==> src/rtl/id_ex_buffer.sv <==
// rtl/id_ex_buffer.sv - elastic two-entry ID/EX skid register; optional stall counter under ID_EX_STALL_CNT_EN
module id_ex_buffer #(
   parameter int DATA_W     = 16,
   parameter int REG_ADDR_W = 3
) (
   input  logic                  clk,
   input  logic                  rst_n,
   input  logic                  flush,
   input  logic                  in_valid,
   output logic                  in_ready,
   input  logic [DATA_W-1:0]     in_op1,
   input  logic [DATA_W-1:0]     in_op2,
   input  logic [1:0]            in_alu_mode,
   input  logic [REG_ADDR_W-1:0] in_rdst,
   input  logic                  in_wb_en,
   output logic                  out_valid,
   input  logic                  out_ready,
   output logic [DATA_W-1:0]     out_op1,
   output logic [DATA_W-1:0]     out_op2,
   output logic [1:0]            out_alu_mode,
   output logic [REG_ADDR_W-1:0] out_rdst,
   output logic                  out_wb_en
`ifdef ID_EX_STALL_CNT_EN
   ,
   output logic [15:0]           stall_cnt
`endif
);

   localparam int ENTRY_W = 2*DATA_W + 2 + REG_ADDR_W + 1;

   // Bubble pattern: zero operands, NOP mode, no write-back.
   localparam logic [ENTRY_W-1:0] NOP_ENTRY =
      {{(2*DATA_W){1'b0}}, 2'b11, {REG_ADDR_W{1'b0}}, 1'b0};

   typedef enum logic [1:0] {
      S_EMPTY = 2'd0,
      S_BUSY  = 2'd1,
      S_FULL  = 2'd2
   } state_t;

   state_t             state_q, state_nxt;
   logic               in_ready_q, in_ready_nxt;
   logic [ENTRY_W-1:0] main_q, skid_q, in_entry;
   logic               accept, consume;
   logic               load_main_in, load_main_skid, load_skid, clear_main;

   assign in_entry  = {in_op1, in_op2, in_alu_mode, in_rdst, in_wb_en};
   assign in_ready  = in_ready_q;
   assign out_valid = (state_q != S_EMPTY);
   assign accept    = in_valid && in_ready_q;
   assign consume   = out_valid && out_ready;

   // Main register is cleared to the bubble whenever it empties, so the
   // out_* ports read as a NOP without any output muxing.
   assign {out_op1, out_op2, out_alu_mode, out_rdst, out_wb_en} = main_q;

   // Occupancy state and the registered ready flag.
   always_ff @(posedge clk or negedge rst_n) begin
      if (!rst_n) begin
         state_q    <= S_EMPTY;
         in_ready_q <= 1'b1;
      end else begin
         state_q    <= state_nxt;
         in_ready_q <= in_ready_nxt;
      end
   end

   // Next occupancy and datapath steering; flush overrides every transfer.
   always_comb begin
      state_nxt      = state_q;
      load_main_in   = 1'b0;
      load_main_skid = 1'b0;
      load_skid      = 1'b0;
      clear_main     = 1'b0;
      if (flush) begin
         state_nxt  = S_EMPTY;
         clear_main = 1'b1;
      end else begin
         case (state_q)
            S_EMPTY: begin
               if (accept) begin
                  state_nxt    = S_BUSY;
                  load_main_in = 1'b1;
               end
            end
            S_BUSY: begin
               if (accept && consume) begin
                  load_main_in = 1'b1;
               end else if (accept) begin
                  state_nxt = S_FULL;
                  load_skid = 1'b1;
               end else if (consume) begin
                  state_nxt  = S_EMPTY;
                  clear_main = 1'b1;
               end
            end
            S_FULL: begin
               if (consume) begin
                  state_nxt      = S_BUSY;
                  load_main_skid = 1'b1;
               end
            end
            default: begin
               state_nxt  = S_EMPTY;
               clear_main = 1'b1;
            end
         endcase
      end
      in_ready_nxt = (state_nxt != S_FULL);
   end

   // Entry storage: main feeds execute, skid absorbs one overflow entry.
   always_ff @(posedge clk or negedge rst_n) begin
      if (!rst_n) begin
         main_q <= NOP_ENTRY;
         skid_q <= '0;
      end else begin
         if (clear_main)
            main_q <= NOP_ENTRY;
         else if (load_main_in)
            main_q <= in_entry;
         else if (load_main_skid)
            main_q <= skid_q;
         if (load_skid)
            skid_q <= in_entry;
      end
   end

`ifdef ID_EX_STALL_CNT_EN
   // Saturating count of cycles where execute holds off a valid entry.
   always_ff @(posedge clk or negedge rst_n) begin
      if (!rst_n)
         stall_cnt <= 16'h0000;
      else if (out_valid && !out_ready && (stall_cnt != 16'hFFFF))
         stall_cnt <= stall_cnt + 16'h0001;
   end
`endif

endmodule

==> config.mk <==
export PLATFORM = sky130hd
export DESIGN_NAME = id_ex_buffer
export DESIGN_NICKNAME = d
export VERILOG_FILES = /design/src/rtl/id_ex_buffer.sv
export SDC_FILE = /design/constraint.sdc
export NUM_CORES = 1
export LEC_CHECK = 0
export BUFFER_PORTS_ARGS = -buffer_cell sky130_fd_sc_hd__buf_4
export CAP_MARGIN = 20
export CORE_ASPECT_RATIO = 1.25
export CORE_MARGIN = 8
export CORE_UTILIZATION = 50
export DETAILED_ROUTE_END_ITERATION = 8
export PLACE_DENSITY = 0.87
export SYNTH_ARGS = -nofsm -noshare
export SYNTH_HDL_FRONTEND = slang
export SYNTH_SLANG_ARGS = --single-unit
==> constraint.sdc <==
create_clock -name clk -period 3.6 [get_ports clk]
set_input_delay 0.36 -clock clk [delete_from_list [all_inputs] [get_ports clk]]
set_output_delay 0.36 -clock clk [all_outputs]
set_load 0.02 [all_outputs]
==> results.py <==
metrics = {
    "placed_design": {
        "gp_congestion": 0.724,
        "dp_cells": 387,
        "place_area_mm2": 0.00403,
        "io_buffers": 82,
        "post-place-ws_ns": 1.33,
        "dp_hpwl_mm": 4.84,
    },
    "setup_path": {
        "crit_arrival_ns": 2.48,
        "critical_path.top_delay_family": "simple AND/OR/NAND/NOR gates",
        "cp_slowest_cell": "or4_2",
        "path_max_fanout": 25,
        "worst-path-buf-inv": 1,
        "end_kind": "flop",
        "crit_required_ns": 3.80,
        "crit_type": "reg -> reg",
        "critPathMaxStageDelay_ns": 0.92,
        "cp-start-kind": "flop",
        "worstPathCellList": "nand2_1, or4_2, buf_12, mux2i_1, o2bb2ai_1",
    },
    "clock_tree": {
        "clkTransAtPathRegs_ns": 0.08,
        "cts_tree": "yes",
        "clkSinkCount": 79,
        "cts_resized": 0,
        "clk_latency_ns": 0.34,
        "post-cts-setup-buffer-count": 0,
        "cts_buffers": 9,
        "postCtsHoldBufs": 0,
        "htree_levels": 3,
        "cts.path.max_buffers": 2,
        "root_buffer": "clkbuf_8",
    },
    "yosys": {
        "synth_cell_types": 23,
        "ys_seq_area_frac": 0.589,
        "synth-seq-cells": 79,
        "synth_cells": 234,
        "yosys_warnings": 0,
        "syn-num-nets": 277,
        "postSynthAreaPerCell_um2": 14.4,
        "netlist_area_mm2": 0.00336,
    },
    "layout": {
        "drive_gt1_frac": 0.463,
        "layout.nets": 354,
        "final_area_mm2": 0.00419,
        "post-route-util": 0.643,
        "areaGrowthSynthToFinish_pct": 24.7,
        "fin_cells": 402,
        "diodes": 0,
    },
    "timing": {
        "finalSetupTns_ns": 0,
        "fin_hold_ws_ns": 0.166,
        "min_period_over_period": 0.633,
        "finalSetupViolCount": 0,
        "clock.fmax_ghz": 0.439,
        "fin_crit_ns": 2.28,
        "max_slew_margin": 0.348,
        "skew_ns": 0.0109,
        "worst_slack_ns": 1.32,
        "tightest_slew_ns": 0.974,
        "rsz0062_at_grt": "no",
        "finalHoldViolCount": 0,
        "drv_slew": 0,
    },
    "flow_run": {
        "cap_violations": 0,
    },
    "floorplanning": {
        "fp-row-count": 33,
        "initial_core_util": 0.516,
        "dieArea_mm2": 0.00963,
        "die_y_um": 108,
        "ios": 83,
        "core_mm2": 0.00652,
        "die_w_um": 89.4,
    },
    "power_and_ir_drop": {
        "p_seq_frac": 0.522,
        "combPwrFrac": 0.227,
        "p_switching_mw": 0.630,
        "p_sw_frac": 0.282,
        "p_int_mw": 1.60,
        "ir_drop_v": 0.000347,
        "p_leak_nw": 2.13,
        "p_per_area_mw_per_mm2": 532,
        "power.total_mw": 2.23,
        "clockPowerShare": 0.251,
    },
    "grt": {
        "grt_pass1_vias": 2400,
        "grt_use_total": 0.158,
        "overflow": 0,
        "grt_first_pass_wirelength_mm": 11.7,
        "antenna_found_initial": 0,
        "grt_max_degree": 80,
    },
    "routing": {
        "drtIter0Drc": 71,
        "ant_nets": 0,
        "drt_wl_total_mm": 7.15,
        "drc": 0,
        "first_pass_iters": 6,
        "routed_via_density": 5.41,
        "num_vias": 2173,
        "wl_per_cell_um": 17.8,
    },
    "status": {
        "status": "finished clean",
    },
    "min_path": {
        "hold_class": "in -> async",
    },
}
layout make-up:
| type | instances | area, µm² |
|---|---|---|
| Tap cell | 87 | 109 |
| Clock buffer | 11 | 141 |
| Multi-Input combinational cell | 137 | 1300 |
| Clock inverter | 4 | 22.5 |
| Timing Repair Buffer | 84 | 643 |
| Sequential cell | 79 | 1980 |
| Fill cell | 530 | 2330 |
placed cells by master, fill, tap and decap left out, types with 2 or more instances in the layout:
master     count
nand2b_1       2
nand2_1        3
a21oi_1        2
o2bb2ai_1     36
o31ai_1        3
mux2_2        40
dfrtp_1       76
clkbuf_8      10
clkinv_2       3
buf_4         83
dfstp_2        3
mux2i_1       38
synthesized netlist by cell type, drive strengths merged:
master   count  share of area
nand2        4         0.0045
or2          1         0.0019
a21oi        2         0.0030
buf          9          0.019
xor2         1         0.0026
or4          1         0.0022
o21a         1         0.0022
o31ai        3         0.0067
mux2i       38           0.11
clkbuf       9          0.010
o2bb2ai     36          0.094
o31a         1         0.0026
nor2         2         0.0022
dfrtp       76           0.57
mux2        40           0.13
o21ai        1         0.0015
nand2b       2         0.0037
a21o         1         0.0022
nand3b       1         0.0022
dfstp        3          0.023
nor2b        1         0.0026
nor3         1         0.0015
registers in the layout, indices dropped and copies added (netlist names):
register / flops
in_ready: 1
main_q: 38
skid_q: 38
state_q: 2
cells by family after synthesis:
group | synth area share
multiplexers | 0.247
AND/OR/NAND/NOR | 0.0208
buffers and inverters | 0.0290
AO/OA/AOI/OAI | 0.112
XOR/XNOR | 0.00260
flip-flops | 0.589
power groups by stage:
stage          Combinational [mW]  Sequential (mW)  Clock [mW]
2_1_floorplan               0.274             1.21           0
3_3_place_gp                0.496             1.17           0
3_5_place_dp                0.517             1.18           0
4_1_cts                     0.517             1.17       0.578
5_1_grt                     0.553             1.19       0.615
6_report                    0.506             1.17       0.561
layer usage:
| metal | GRT usage | vias up | routed length (µm) |
|---|---|---|---|
| met1 | 0.187 | 1089 | 3080 |
| met4 | 0.0739 | 0 | 103 |
| met3 | 0.0435 | 9 | 452 |
| met5 | 0 | - | 0 |
| met2 | 0.256 | 58 | 3510 |
| li1 | - | 1017 | - |
final timing paths:
| path | from | end | slack [ns] | depth (start not counted) |
|---|---|---|---|---|
| max | in_ready | main_q[32] | 1.32 | 5 |
| min | rst_n | skid_q[11] | 0.17 | 1 |
| max reg2reg | in_ready | main_q[32] | 1.32 | 5 |
| min reg2reg | main_q[1] | main_q[1] | 0.49 | 1 |
| max in group asynchronous | rst_n | skid_q[24] | 2.80 | 1 |
| min in group clk | out_ready | state_q[1] | 0.24 | 2 |
(Power assumes the default switching activity.)
